`src/rtl/dmem_arbiter_pkg.sv`:
```
// Shared types and defaults for the two-master data-RAM arbiter.
// Holds bus widths, the RNG word address, master ids and the response-stage record.
package dmem_pkg;

  localparam int unsigned ADDR_W_DEF   = 12;
  localparam int unsigned DATA_W_DEF   = 32;
  localparam int unsigned RNG_ADDR_DEF = 99;

  typedef enum logic {
    M_CPU = 1'b0,
    M_AUX = 1'b1
  } master_id_e;

  typedef struct packed {
    logic       valid;
    master_id_e id;
    logic       rng;
  } rsp_t;

  localparam rsp_t RSP_RESET = '{valid: 1'b0, id: M_CPU, rng: 1'b0};

  function automatic master_id_e onehot_to_id(input logic [1:0] gnt);
    return gnt[1] ? M_AUX : M_CPU;
  endfunction

endpackage

```
`src/rtl/dmem_arbiter_if.sv`:
```
// One master's request/response channel into the data-RAM arbiter.
// The arbiter takes the slave side; the requesting agent takes the master side.
interface dmem_arbiter_if
  import dmem_pkg::*;
#(
  parameter int unsigned ADDR_W = ADDR_W_DEF,
  parameter int unsigned DATA_W = DATA_W_DEF
);

  logic              req;
  logic              we;
  logic [ADDR_W-1:0] addr;
  logic [DATA_W-1:0] wdata;
  logic              gnt;
  logic              rvalid;
  logic [DATA_W-1:0] rdata;

  modport master (
    output req, we, addr, wdata,
    input  gnt, rvalid, rdata
  );

  modport slave (
    input  req, we, addr, wdata,
    output gnt, rvalid, rdata
  );

endinterface

```
`src/rtl/dmem_arbiter_chk.sv`:
```
// Protocol checker for one master channel: a waiting requester must keep
// req asserted with unchanged we/addr/wdata until it is granted.
module dmem_arbiter_chk #(
  parameter int unsigned ADDR_W = 12,
  parameter int unsigned DATA_W = 32
) (
  input logic              clock,
  input logic              reset,
  input logic              req,
  input logic              gnt,
  input logic              we,
  input logic [ADDR_W-1:0] addr,
  input logic [DATA_W-1:0] wdata
);

  property p_hold_until_gnt;
    @(posedge clock) disable iff (reset)
      (req && !gnt) |=> (req && $stable(we) && $stable(addr) && $stable(wdata));
  endproperty

  a_hold_until_gnt: assert property (p_hold_until_gnt)
    else $error("dmem_arbiter_chk: request dropped or changed before grant");

endmodule

```
`src/rtl/dmem_arbiter_rr_arb2.sv`:
```
// Two-way round-robin picker: a lone requester wins, a tie goes to the
// master that was not granted last. Purely combinational.
module rr_arb2
  import dmem_pkg::*;
(
  input  logic [1:0] req,
  input  master_id_e last_gnt,
  output logic [1:0] gnt
);

  // Pick the winner for this cycle
  always_comb begin
    gnt = 2'b00;
    case (req)
      2'b01:   gnt = 2'b01;
      2'b10:   gnt = 2'b10;
      2'b11:   gnt = (last_gnt == M_AUX) ? 2'b01 : 2'b10;
      default: gnt = 2'b00;
    endcase
  end

endmodule

```
`src/rtl/dmem_arbiter.sv`:
```
// Two-master round-robin arbiter for the single-port data RAM with read data
// one cycle after grant. Define DMEM_ARB_RNG_EN to map RNG_ADDR onto rng_in.
module dmem_arbiter
  import dmem_pkg::*;
#(
  parameter int unsigned ADDR_W   = ADDR_W_DEF,
  parameter int unsigned DATA_W   = DATA_W_DEF,
  parameter int unsigned RNG_ADDR = RNG_ADDR_DEF
) (
  input  logic              clock,
  input  logic              reset,
  dmem_arbiter_if.slave     m0,
  dmem_arbiter_if.slave     m1,
  output logic              ram_wEn,
  output logic [ADDR_W-1:0] ram_addr,
  output logic [DATA_W-1:0] ram_dataIn,
  input  logic [DATA_W-1:0] ram_dataOut,
  input  logic [DATA_W-1:0] rng_in
);

  logic [1:0]        req_s;
  logic [1:0]        arb_gnt_s;
  logic [1:0]        gnt_s;
  master_id_e        win_id_s;
  logic              win_we_s;
  logic [ADDR_W-1:0] win_addr_s;
  logic [DATA_W-1:0] win_wdata_s;
  logic              rng_hit_s;
  logic              rd_gnt_s;
  logic [1:0]        rv_s;
  logic [DATA_W-1:0] rsp_data_s;

  master_id_e last_gnt_q, last_gnt_d;
  rsp_t       rsp_q, rsp_d;

  assign req_s = {m1.req, m0.req};

  rr_arb2 u_arb (
    .req      (req_s),
    .last_gnt (last_gnt_q),
    .gnt      (arb_gnt_s)
  );

  // Gate the grant with reset and steer the winner onto the RAM port
  always_comb begin
    gnt_s       = 2'b00;
    win_we_s    = 1'b0;
    win_addr_s  = '0;
    win_wdata_s = '0;
    if (reset) begin
      gnt_s = 2'b00;
    end else begin
      gnt_s = arb_gnt_s;
    end
    case (gnt_s)
      2'b01: begin
        win_we_s    = m0.we;
        win_addr_s  = m0.addr;
        win_wdata_s = m0.wdata;
      end
      2'b10: begin
        win_we_s    = m1.we;
        win_addr_s  = m1.addr;
        win_wdata_s = m1.wdata;
      end
      default: begin
        win_we_s    = 1'b0;
        win_addr_s  = '0;
        win_wdata_s = '0;
      end
    endcase
  end

  assign win_id_s = onehot_to_id(gnt_s);
  assign rd_gnt_s = (|gnt_s) & ~win_we_s;

`ifdef DMEM_ARB_RNG_EN
  localparam logic [ADDR_W-1:0] RNG_A = ADDR_W'(RNG_ADDR);
  logic [DATA_W-1:0] rng_q;

  assign rng_hit_s = (win_addr_s == RNG_A);

  // Capture the RNG value at the read-grant edge, not in the response cycle
  always_ff @(posedge clock) begin
    if (reset) begin
      rng_q <= '0;
    end else if (rd_gnt_s) begin
      rng_q <= rng_in;
    end else begin
      rng_q <= rng_q;
    end
  end

  assign rsp_data_s = rsp_q.rng ? rng_q : ram_dataOut;
`else
  logic unused_rng_s;

  assign rng_hit_s    = 1'b0;
  assign rsp_data_s   = ram_dataOut;
  assign unused_rng_s = ^{rng_in, ADDR_W'(RNG_ADDR), rsp_q.rng};
`endif

  // Writes to the RNG word are accepted but never reach the RAM
  assign ram_wEn    = win_we_s & ~rng_hit_s;
  assign ram_addr   = win_addr_s;
  assign ram_dataIn = win_wdata_s;

  // Next-state for the round-robin pointer and the response stage
  always_comb begin
    last_gnt_d = last_gnt_q;
    rsp_d      = rsp_q;
    if (|gnt_s) begin
      last_gnt_d = win_id_s;
    end else begin
      last_gnt_d = last_gnt_q;
    end
    if (rd_gnt_s) begin
      rsp_d.valid = 1'b1;
      rsp_d.id    = win_id_s;
      rsp_d.rng   = rng_hit_s;
    end else begin
      rsp_d.valid = 1'b0;
    end
  end

  // State registers; M_AUX as last winner lets master 0 take the first tie
  always_ff @(posedge clock) begin
    if (reset) begin
      last_gnt_q <= M_AUX;
      rsp_q      <= RSP_RESET;
    end else begin
      last_gnt_q <= last_gnt_d;
      rsp_q      <= rsp_d;
    end
  end

  assign rv_s[0] = ~reset & rsp_q.valid & (rsp_q.id == M_CPU);
  assign rv_s[1] = ~reset & rsp_q.valid & (rsp_q.id == M_AUX);

  assign m0.gnt    = gnt_s[0];
  assign m1.gnt    = gnt_s[1];
  assign m0.rvalid = rv_s[0];
  assign m1.rvalid = rv_s[1];
  assign m0.rdata  = rv_s[0] ? rsp_data_s : '0;
  assign m1.rdata  = rv_s[1] ? rsp_data_s : '0;

  dmem_arbiter_chk #(.ADDR_W(ADDR_W), .DATA_W(DATA_W)) u_chk_m0 (
    .clock (clock),
    .reset (reset),
    .req   (m0.req),
    .gnt   (gnt_s[0]),
    .we    (m0.we),
    .addr  (m0.addr),
    .wdata (m0.wdata)
  );

  dmem_arbiter_chk #(.ADDR_W(ADDR_W), .DATA_W(DATA_W)) u_chk_m1 (
    .clock (clock),
    .reset (reset),
    .req   (m1.req),
    .gnt   (gnt_s[1]),
    .we    (m1.we),
    .addr  (m1.addr),
    .wdata (m1.wdata)
  );

endmodule

```
`src/flat_wrapper.sv`:
```
// flat-port wrapper written by rule: the top's interface ports become plain ports
module dmem_arbiter_flat import dmem_pkg::*;
#(
  parameter int unsigned ADDR_W   = ADDR_W_DEF,
  parameter int unsigned DATA_W   = DATA_W_DEF,
  parameter int unsigned RNG_ADDR = RNG_ADDR_DEF
)
  (clock, reset, ram_wEn, ram_addr, ram_dataIn, ram_dataOut, rng_in, m0_req, m0_we, m0_addr, m0_wdata, m0_gnt, m0_rvalid, m0_rdata, m1_req, m1_we, m1_addr, m1_wdata, m1_gnt, m1_rvalid, m1_rdata);
  dmem_arbiter_if #(.ADDR_W(ADDR_W), .DATA_W(DATA_W)) m0_i ();
  dmem_arbiter_if #(.ADDR_W(ADDR_W), .DATA_W(DATA_W)) m1_i ();
  input  logic clock;
  input  logic reset;
  output logic ram_wEn;
  output logic [ADDR_W-1:0] ram_addr;
  output logic [DATA_W-1:0] ram_dataIn;
  input  logic [DATA_W-1:0] ram_dataOut;
  input  logic [DATA_W-1:0] rng_in;
  input wire logic [$bits(m0_i.req)-1:0] m0_req;
  input wire logic [$bits(m0_i.we)-1:0] m0_we;
  input wire logic [$bits(m0_i.addr)-1:0] m0_addr;
  input wire logic [$bits(m0_i.wdata)-1:0] m0_wdata;
  output wire logic [$bits(m0_i.gnt)-1:0] m0_gnt;
  output wire logic [$bits(m0_i.rvalid)-1:0] m0_rvalid;
  output wire logic [$bits(m0_i.rdata)-1:0] m0_rdata;
  input wire logic [$bits(m1_i.req)-1:0] m1_req;
  input wire logic [$bits(m1_i.we)-1:0] m1_we;
  input wire logic [$bits(m1_i.addr)-1:0] m1_addr;
  input wire logic [$bits(m1_i.wdata)-1:0] m1_wdata;
  output wire logic [$bits(m1_i.gnt)-1:0] m1_gnt;
  output wire logic [$bits(m1_i.rvalid)-1:0] m1_rvalid;
  output wire logic [$bits(m1_i.rdata)-1:0] m1_rdata;
  assign m0_i.req = m0_req;
  assign m0_i.we = m0_we;
  assign m0_i.addr = m0_addr;
  assign m0_i.wdata = m0_wdata;
  assign m0_gnt = m0_i.gnt;
  assign m0_rvalid = m0_i.rvalid;
  assign m0_rdata = m0_i.rdata;
  assign m1_i.req = m1_req;
  assign m1_i.we = m1_we;
  assign m1_i.addr = m1_addr;
  assign m1_i.wdata = m1_wdata;
  assign m1_gnt = m1_i.gnt;
  assign m1_rvalid = m1_i.rvalid;
  assign m1_rdata = m1_i.rdata;
  dmem_arbiter #(.ADDR_W(ADDR_W), .DATA_W(DATA_W), .RNG_ADDR(RNG_ADDR)) u_core (.clock(clock), .reset(reset), .m0(m0_i), .m1(m1_i), .ram_wEn(ram_wEn), .ram_addr(ram_addr), .ram_dataIn(ram_dataIn), .ram_dataOut(ram_dataOut), .rng_in(rng_in));
endmodule
```
`config.mk`:
```
export PLATFORM = sky130hd
export DESIGN_NAME = dmem_arbiter_flat
export DESIGN_NICKNAME = d
export VERILOG_FILES = /design/src/rtl/dmem_arbiter_pkg.sv /design/src/rtl/dmem_arbiter_if.sv /design/src/rtl/dmem_arbiter_chk.sv /design/src/rtl/dmem_arbiter_rr_arb2.sv /design/src/rtl/dmem_arbiter.sv /design/src/flat_wrapper.sv
export SDC_FILE = /design/constraint.sdc
export NUM_CORES = 1
export LEC_CHECK = 0
export BUFFER_PORTS_ARGS = -buffer_cell sky130_fd_sc_hd__buf_2
export CAP_MARGIN = 20
export CORE_AREA = 5 5 103 105
export CTS_BUF_LIST = sky130_fd_sc_hd__clkbuf_8
export DETAILED_ROUTE_END_ITERATION = 16
export DIE_AREA = 0 0 108 110
export GPL_TIMING_DRIVEN = 1
export PLACE_DENSITY = 0.51
export SETUP_SLACK_MARGIN = 0.2
export SLEW_MARGIN = 40
export SYNTH_ARGS = -nofsm -noshare
export SYNTH_HDL_FRONTEND = slang
export SYNTH_SLANG_ARGS = --single-unit
```
`constraint.sdc`:
```
create_clock -name clock -period 2 [get_ports clock]
set_input_delay 0.1 -clock clock [delete_from_list [all_inputs] [get_ports clock]]
set_output_delay 0.1 -clock clock [all_outputs]
set_load 0.01 [all_outputs]
```
* After elaboration in Yosys (flattened, before gate mapping)
Index checks and enable logic that the tools add are counted.
Widths: inputs -> output; s select.
** Cells by class
- Equal/unequal tests :: 5
- Muxes and demuxes :: 10
- Bitwise operators :: 7
- Reductions and logical operators :: 1
** Operators with widths (number)
- $mux 32 :: 2
- $pmux 32 s2 :: 1
- $pmux 12 s2 :: 1
- $eq 2x2->1 const B :: 3
- $pmux 2 s3 :: 1
- $and 1x1->1 :: 4
- $eq 2x1->1 const B :: 2
- $mux 2 :: 2
- $not 1->1 :: 3
- $mux 1 :: 2
- $pmux 1 s2 :: 1
- $reduce_or 2->1 :: 1
** Storage, ports and cells
- Register bits :: 3
- Input bits :: 158
- Output and inout port bits :: 113
- Logic and storage cells :: 26

* Logic depth before layout (Yosys ltp)
Gate-level depths: netlist (run 1).
- Word-level depth :: 8
- Depth in mapped cells :: 8
- Depth with buffers taken out :: 7

* By module
Synthesis (run 1) repeated with hierarchy kept, for this count alone.
** Second synthesis, totals
- Cells, all modules :: 200
- Area, all modules :: 1342.5 um^2
** Modules (own cells, without submodules)
- dmem_arbiter :: instances 1, cells an instance 197, area each 1323.8 um^2, sequential area each 60.1 um^2
- rr_arb2 :: instances 1, cells an instance 3, area each 18.8 um^2, sequential area each 0.0 um^2

* Worst setup path before layout (run 1)
OpenSTA, ideal clock, no wires.
- Path kind :: register to register
- Start :: reg u_core.last_gnt_q
- End :: reg u_core.rsp_q[1] (netlist bit)
- Library setup time :: 0.124 ns
- Arrival :: 1.373 ns
- Required time :: 1.876 ns
- Setup slack :: 0.503 ns
- Cell stages (with the launch flop) :: 9
- Path buffers :: 1
- Clock period less this slack :: 1.497 ns
- Cell sequence :: dfxtp_1 -> nand2_1 -> nand3b_1 -> inv_1 -> ha_1 -> buf_2 -> a22oi_1 -> o21bai_1 -> mux2i_1
** Between the ends
- Longest elaborated chain between the ends :: 7
- Elaborated cells on any way between the ends :: 10
- Classes of those cells :: 2 x eq/ne; 5 x mux; 2 x bitwise; 1 x reduce/logical
** RTL lines
- start, declared :: RTL line dmem_arbiter.sv:33 : master_id_e last_gnt_q, last_gnt_d;
- start signal, assigned :: RTL line dmem_arbiter.sv:132 : last_gnt_q <= last_gnt_d;
- $mux 2 (*) :: RTL line dmem_arbiter_rr_arb2.sv:17 : 2'b11: gnt = (last_gnt == M_AUX) ? 2'b01 : 2'b10;
- $pmux 2 s3 (*) :: RTL line dmem_arbiter_rr_arb2.sv:14 : case (req)
- $mux 2 (*) :: RTL line dmem_arbiter.sv:50 : if (reset) begin
- named net m1_gnt :: RTL line flat_wrapper.sv:29 : output wire logic [$bits(m1_i.gnt)-1:0] m1_gnt;
- $eq 2x2->1 / $eq 2x1->1 (equally long branches) :: RTL line dmem_arbiter.sv:55 : case (gnt_s)
- $pmux 1 s2 :: RTL line dmem_arbiter.sv:55
- $not 1->1 :: RTL line dmem_arbiter.sv:75 : assign rd_gnt_s = (|gnt_s) & ~win_we_s;
- $and 1x1->1 :: RTL line dmem_arbiter.sv:75
- end signal, assigned :: RTL line dmem_arbiter.sv:133 : rsp_q <= rsp_d;
- end, declared :: RTL line dmem_arbiter.sv:34 : rsp_t rsp_q, rsp_d;
The timed path passes the listed nets; every way through them passes the cells marked *.
A chain may end at the register's enable or synchronous reset.

* Worst setup path after layout (run 1)
- Start :: reg u_core.last_gnt_q
- End :: out ram_dataIn[11]
** Between the ends
- Longest elaborated chain between the ends :: 5
- Elaborated cells on any way between the ends :: 6
- Classes of those cells :: 2 x eq/ne; 4 x mux
** RTL lines
- $mux 2 (*) :: RTL line dmem_arbiter_rr_arb2.sv:17
- $pmux 2 s3 (*) :: RTL line dmem_arbiter_rr_arb2.sv:14
- $mux 2 (*) :: RTL line dmem_arbiter.sv:50
- $eq 2x2->1 / $eq 2x1->1 (equally long branches) :: RTL line dmem_arbiter.sv:55
- $pmux 32 s2 (*) :: RTL line dmem_arbiter.sv:55
- end, declared :: RTL line flat_wrapper.sv:15 : output logic [DATA_W-1:0] ram_dataIn;
Mark *: on every way between the ends. The rest lies on a longest branch, timed or not.

==> results of run 1 <==
==> per-layer routing <==
layer	global-route usage, %	routed length [um]	vias up
met1	12.8	3060	1100
met3	2.10	863	13
met5	0	0	-
li1	-	-	1192
met2	26.6	4610	161
met4	5.05	225	0
==> cell usage after synthesis (all sizes together) <==
cell     n
a21oi    1
nor2    46
nand3b   2
mux2i    1
nor3b    1
nand2b   2
and3b    1
nand2    2
buf     16
o21ai    1
clkbuf   4
o21bai   1
a22oi   45
and2    64
inv      3
dfxtp    3
ha       3
==> logic make-up (layout without fill, tap and decap cells) <==
kind of cell	count (synthesis)	count (layout)
buf+inv	23	282
flops	3	3
fa+ha+maj	3	3
compound gates	48	48
mux	1	1
simple gates	118	118
==> state kept, by name, summed over array words and instances, names as in the netlist <==
signal / count
u_core.last_gnt_q: 1
u_core.rsp_q: 2
==> where the power goes <==
| group | internal (uW) | switching [uW] | total, uW |
|---|---|---|---|
| logic | 361 | 291 | 652 |
| registers | 65.4 | 2.97 | 68.4 |
| clock network | 131 | 40.6 | 171 |
| total | 557 | 335 | 892 |
==> through the flow <==
stage / cell area, sq um / instances
after floorplan: 1240 / 196
after global placement: 2520 / 552
after detailed placement: 2520 / 552
after CTS: 3330 / 585
after global routing: 3440 / 588
final: 3440 / 588
==> worst paths after layout <==
path	start	to	slack, ps	depth (start not counted)
worst min register to register	u_core.rsp_q[1]$_SDFFE_PP0P_	u_core.rsp_q[1]$_SDFFE_PP0P_	490	2
worst min-delay path	reset	u_core.rsp_q[2]$_SDFF_PP0_	130	2
worst max-delay path	u_core.last_gnt_q$_SDFFE_PP1P_	ram_dataIn[11]	130	9
worst max register to register	u_core.last_gnt_q$_SDFFE_PP1P_	u_core.rsp_q[1]$_SDFFE_PP0P_	250	10
==> area by class of cell <==
cell class / instances / area (sq um) / area share [%]
multi-input cells: 170 / 1320 / 38.3
clock buffers: 3 / 41.3 / 1.20
repair inverters: 1 / 7.51 / 0.218
clock inverters: 1 / 3.75 / 0.109
well taps: 133 / 166 / 4.83
repair buffers: 274 / 1830 / 53.1
flip-flops and latches: 3 / 61.3 / 1.78
inverters: 3 / 18.8 / 0.545
==> critical path: cells and delay by family, from the launching register on <==
family                     cells  cell delay [ps]
adders and majority gates      1              180
DFF                            1              330
AOI/OAI and AO/OA              1              160
buffers and inverters          4              580
and+or+nand+nor                3              300
==> timing repair <==
| item | 4_1_cts | 5_1_grt |
|---|---|---|
| pin swaps | 13 | 29 |
| endpoints found under the setup margin | 47 | 48 |
| cloned | 10 | 3 |
| endpoints found under the hold margin | 0 | 0 |
| buffers inserted | 19 | 0 |
| hold buffers | 0 | 0 |
| gates resized for setup | 74 | 10 |
==> summary.txt, run 1 <==
share of synthesized cell area in and, or, nand and nor gates: 51.0%
yosys warns: 0
vias post-DR: 2466
Avg Synthesized Cell Area: 6.31 sq um
static leakage: 0.00189 uW
leading cell type in the layout, fill and taps excluded: buf_2
synthesis-to-finish area growth: 178%
number of port buffers: 238
average via count per standard cell: 4.19
setup slack after layout: 132 ps
kind of path behind the tightest hold check: input port to flip-flop
post-synthesis cell type with the largest combined area: and2_1
drt total wl: 8.75 mm
buffer type at the clock tree root: clkbuf_8
H-Tree Depth: 1
placer congestion estimate: 0.783
fraction of the yosys area taken by sequential cells: 4.85%
Die Ht: 110 um
synthesized-area fraction occupied by xor and xnor cells: 0%
synth unique cells: 19
antenna violations before repair: 0
portion of netlist area occupied by mux cells: 0.809%
Largest stage delay, worst path: 330 ps
normalized max-slew margin: 70.1%
first-iteration detailed-routing DRC count: 95
arrival time at the worst endpoint: 1770 ps
Placement Setup Slack: 58.8 ps
slew at the pin closest to its max-slew limit: 449 ps
required arrival time at the worst endpoint: 1900 ps
share of final-layout standard cells stronger than drive strength 1: 73.6%
area share of the largest cell type after synthesis: 32.4%
Total Power: 892 uW
adder-cell area share of the yosys netlist: 3.03%
post-route clock period utilization: 93.4%
worst-path cell with the longest stage delay: dfxtp_2
number of global-route vias before repair: 2518
clock skew: 0.983 ps
remaining routing DRC violations: 0
Worst VDD drop: 0.000128 V
Num Clock Sinks: 3
core outline area: 0.00955 sq mm
wire length per cell: 14.9 um
1st-pass router iterations: 4
ordered list of cells on the worst path: nand2b_4, nand3b_1, buf_6, ha_4, buf_12, buf_16, a22oi_2, nor2_1, buf_2
n_diodes: 0
critical path endpoint category: output pin
Worst Setup Path Type: flip-flop to output pin
clock latency on the worst-skew pair: 220 ps
unrepaired setup endpoints after global routing: yes
boundary pin count: 271
endpoints failing hold: 0
power per cell area: 259 mW/mm^2
net count of the mapped netlist: 357
Layout fillers: 1019
number of rows created at floorplan: 36
fin. max-slew vios: 0
combinational family with the most area after synthesis: simple AND/OR/NAND/NOR gates
sum of negative setup slack: 0 ps
die area: 0.0119 sq mm
remaining antenna violation count after routing: 0
clock edge transition at the registers on the reported setup and hold paths: 30 ps
Post-layout nets: 617
number of setup violations in the final report: 0
total CTS buffers: 3
effective utilization at floorplan: 13.0%
Worst Path Max Fanout: 6
most used cells in the layout excluding fill and tap cells: buf_2, and2_1, a22oi_2, nor2_1, buf_6
maximum number of pins on one net before global-route repair: 34
Horiz. Die Dim: 108 um
dominant cells by area after synthesis: and2_1, a22oi_1, nor2_1
Final Core Density: 36.1%
result of the run: complete, no violations
CP Launch Type: flip-flop
synthesized instance count: 196
area fraction in compound gates after synthesis: 28.7%
GRT Overall Usage: 13.0%
Remaining Overflow, GRT: 0
post-DP HPWL: 5.88 mm
number of buffers between clock root and the deepest sink: 2
first-pass GRT wire length: 12.1 mm
smallest hold slack: 135 ps
register bit total from synthesis: 3
Netlist Area Pre-Place: 0.00124 sq mm
achievable clock frequency: 535 MHz
min Tclk post-route: 1870 ps
TritonCTS clock tree: yes
Maximum Capacitance Violations: 0
Note: power is estimated with default switching activity, not from simulation.
==> inputs of run 2 (changes only) <==
--- a/config.mk
+++ b/config.mk
@@ -8,7 +8,7 @@
 export BUFFER_PORTS_ARGS = -buffer_cell sky130_fd_sc_hd__buf_2
 export CAP_MARGIN = 20
 export CORE_AREA = 5 5 103 105
-export CTS_BUF_LIST = sky130_fd_sc_hd__clkbuf_8
+export CTS_BUF_LIST = sky130_fd_sc_hd__clkbuf_4 sky130_fd_sc_hd__clkbuf_8
 export DETAILED_ROUTE_END_ITERATION = 16
 export DIE_AREA = 0 0 108 110
 export GPL_TIMING_DRIVEN = 1
==> run 2 against run 1 <==
Against the previous run: maximum frequency grew 0.11%; worst setup slack gained 2.1 ps; non-clock buffer count is the same; via count is the same; combinational power is essentially flat; total power grew 2.1%; largest power group unchanged.
==> summary.txt, run 2 (same netlist as run 1, synthesis figures left out) <==
die area: 0.0119 sq mm (unchanged)
placer congestion estimate: 0.783 (unchanged)
Die Ht: 110 um (unchanged)
arrival time at the worst endpoint: 1770 ps (about the same)
power per cell area: 264 mW/mm^2 (+2.0%)
Post-Layout Inst Area: 0.00345 sq mm (+0.11%)
average via count per standard cell: 4.19 (unchanged)
core outline area: 0.00955 sq mm (unchanged)
number of buffers between clock root and the deepest sink: 2 (unchanged)
Placed Instance Area: 0.00252 sq mm (unchanged)
sw power: 334 uW (about the same)
Pint: 576 uW (+3.4%)
number of rows created at floorplan: 36 (unchanged)
remaining routing DRC violations: 0 (unchanged)
ordered list of cells on the worst path: nand2b_4, nand3b_1, buf_6, ha_4, buf_12, buf_16, a22oi_2, nor2_1, buf_2
kind of path behind the tightest hold check: input port to flip-flop
synthesis-to-finish area growth: 179%
first-iteration detailed-routing DRC count: 97 (+2.1%)
remaining antenna violation count after routing: 0 (unchanged)
Reg-to-Reg End: u_core.rsp_q[1]$_SDFFE_PP0P_
Num Clock Sinks: 3 (unchanged)
Post-layout nets: 617 (unchanged)
static leakage: 0.00189 uW (about the same)
worst-path cell with the longest stage delay: dfxtp_2
number of port buffers: 238 (unchanged)
Final Core Density: 36.1% (+0.039 points)
number of setup violations in the final report: 0 (unchanged)
fin. max-slew vios: 0 (unchanged)
Worst Setup Path Type: flip-flop to output pin
CTS hold repair buffers: 0 (unchanged)
worst path buffer plus inverter count: 4 (unchanged)
startpoint of the lowest-slack register-to-register path: u_core.last_gnt_q$_SDFFE_PP1P_
filler-free cell count of the finished design: 588 (unchanged)
most used cells in the layout excluding fill and tap cells: buf_2, and2_1, a22oi_2, nor2_1, buf_6
register with the most flip-flops: u_core.rsp_q
net switching share of the total power: 36.8% (-0.80 points)
GRT Overall Usage: 13.0% (unchanged)
post-DP HPWL: 5.88 mm (unchanged)
total CTS buffers: 3 (unchanged)
R2R depth: 10 (unchanged)
number of gates on the worst path with buffers counted: 9 (unchanged)
Maximum Capacitance Violations: 0 (unchanged)
1st-pass router iterations: 4 (unchanged)
clock latency on the worst-skew pair: 220 ps (about the same)
normalized max-slew margin: 70.1% (about the same)
largest registers: u_core.rsp_q (2), u_core.last_gnt_q (1)
Worst Path Max Fanout: 6 (unchanged)
H-Tree Depth: 1 (unchanged)
wire length per cell: 14.9 um (about the same)
number of global-route vias before repair: 2518 (unchanged)
drt total wl: 8.75 mm (about the same)
post-route clock period utilization: 93.3% (-0.11 points)
Worst VDD drop: 0.000127 V (-0.69%)
achievable clock frequency: 536 MHz (+0.11%)
gate family responsible for the most delay along the worst path: buffers and inverters
first-pass GRT wire length: 12.1 mm (unchanged)
Reg2Reg Setup Slack: 250 ps (about the same)
required arrival time at the worst endpoint: 1900 ps (about the same)
result of the run: complete, no violations
antenna violations before repair: 0 (unchanged)
boundary pin count: 271 (unchanged)
effective utilization at floorplan: 13.0% (unchanged)
critical path endpoint category: output pin
sum of negative setup slack: 0 ps (unchanged)
crit path from: u_core.last_gnt_q$_SDFFE_PP1P_
buffer type at the clock tree root: clkbuf_8
CP Launch Type: flip-flop
Critical Path Sink: ram_dataIn[11]
TritonCTS clock tree: yes
slew at the pin closest to its max-slew limit: 449 ps (-0.497 ps)
Remaining Overflow, GRT: 0 (unchanged)
unrepaired setup endpoints after global routing: yes
endpoints failing hold: 0 (unchanged)
n_diodes: 0 (unchanged)
share of total power in sequential cells: 7.5% (-0.2 points)
relative contribution of combinational cells to total power: 71.7% (-1.4 points)
flip-flop count of the largest register after layout: 2 (unchanged)
clock edge transition at the registers on the reported setup and hold paths: 30 ps (about the same)
relative contribution of the clock network to total power: 20.8% (+1.6 points)
Largest stage delay, worst path: 330 ps (about the same)
maximum number of pins on one net before global-route repair: 34 (unchanged)
total instance count after detailed placement: 552 (unchanged)
min Tclk post-route: 1870 ps (-2.12 ps)
Horiz. Die Dim: 108 um (unchanged)
share of final-layout standard cells stronger than drive strength 1: 73.8% (+0.22 points)
clock skew: 0.294 ps (-0.689 ps)
leading cell type in the layout, fill and taps excluded: buf_2
vias post-DR: 2466 (unchanged)
run 2: cell count changes in the layout (fill, tap and decap cells not counted), sizes merged:
cell    change
inv         -1
clkbuf      +1
run 2: worst min path at each step:
stage	from	endpoint	depth (start not counted)
global placement	reset	u_core.rsp_q[2]$_SDFF_PP0_	2
finish	reset	u_core.rsp_q[2]$_SDFF_PP0_	2
global route	reset	u_core.rsp_q[2]$_SDFF_PP0_	2
floorplan	reset	u_core.rsp_q[2]$_SDFF_PP0_	1
detailed placement	reset	u_core.rsp_q[2]$_SDFF_PP0_	2
CTS	reset	u_core.rsp_q[2]$_SDFF_PP0_	2
run 2: cell type report:
| type | count | area, sq um |
|---|---|---|
| Sequential cell | 3 | 61.3 |
| Multi-Input combinational cell | 170 | 1320 |
| Tap cell | 133 | 166 |
| Timing Repair inverter | 1 | 7.51 |
| Inverter | 3 | 18.8 |
| Timing Repair Buffer | 274 | 1830 |
| Fill cell | 1020 | 6100 |
| Clock buffer | 4 | 48.8 |
run 2: routing by layer:
metal  track usage [%]  up-vias  part of all wire (%)
li1                  -     1191                     -
met4              5.05        0                   2.4
met3              2.10       13                   9.8
met1              12.8     1101                    35
met2              26.6      161                    53
met5                 0        -                     0
run 2: metrics by stage:
step	hold slack, ps	total power, uW	setup slack [ps]
2_1_floorplan	172	254	503
3_3_place_gp	349	466	90.0
3_5_place_dp	356	471	58.8
4_1_cts	130	886	145
5_1_grt	160	971	49.0
6_report	134	910	134
run 2: worst register-to-register path, delay by kind of cell, from the launching register on:
family,cells,cell delay (ps)
fa+ha+maj,1,180
simple gates,2,230
flops,1,330
mux,1,110
buf+inv,4,560
compound gates,2,230
run 2: timing repair:
action / CTS / global route
pin swaps: 13 / 29
gates cloned: 10 / 3
buffers inserted: 19 / 0
gates resized for setup: 74 / 10
endpoints found under the setup margin: 47 / 48
run 2: power by group through the flow:
stage          clock, uW  sequential [uW]  combinational, uW
6_report             190             68.4                652
5_1_grt              199             68.8                703
4_1_cts              193             68.4                624
3_5_place_dp           0             68.5                402
3_3_place_gp           0             68.2                398
2_1_floorplan          0             67.7                186
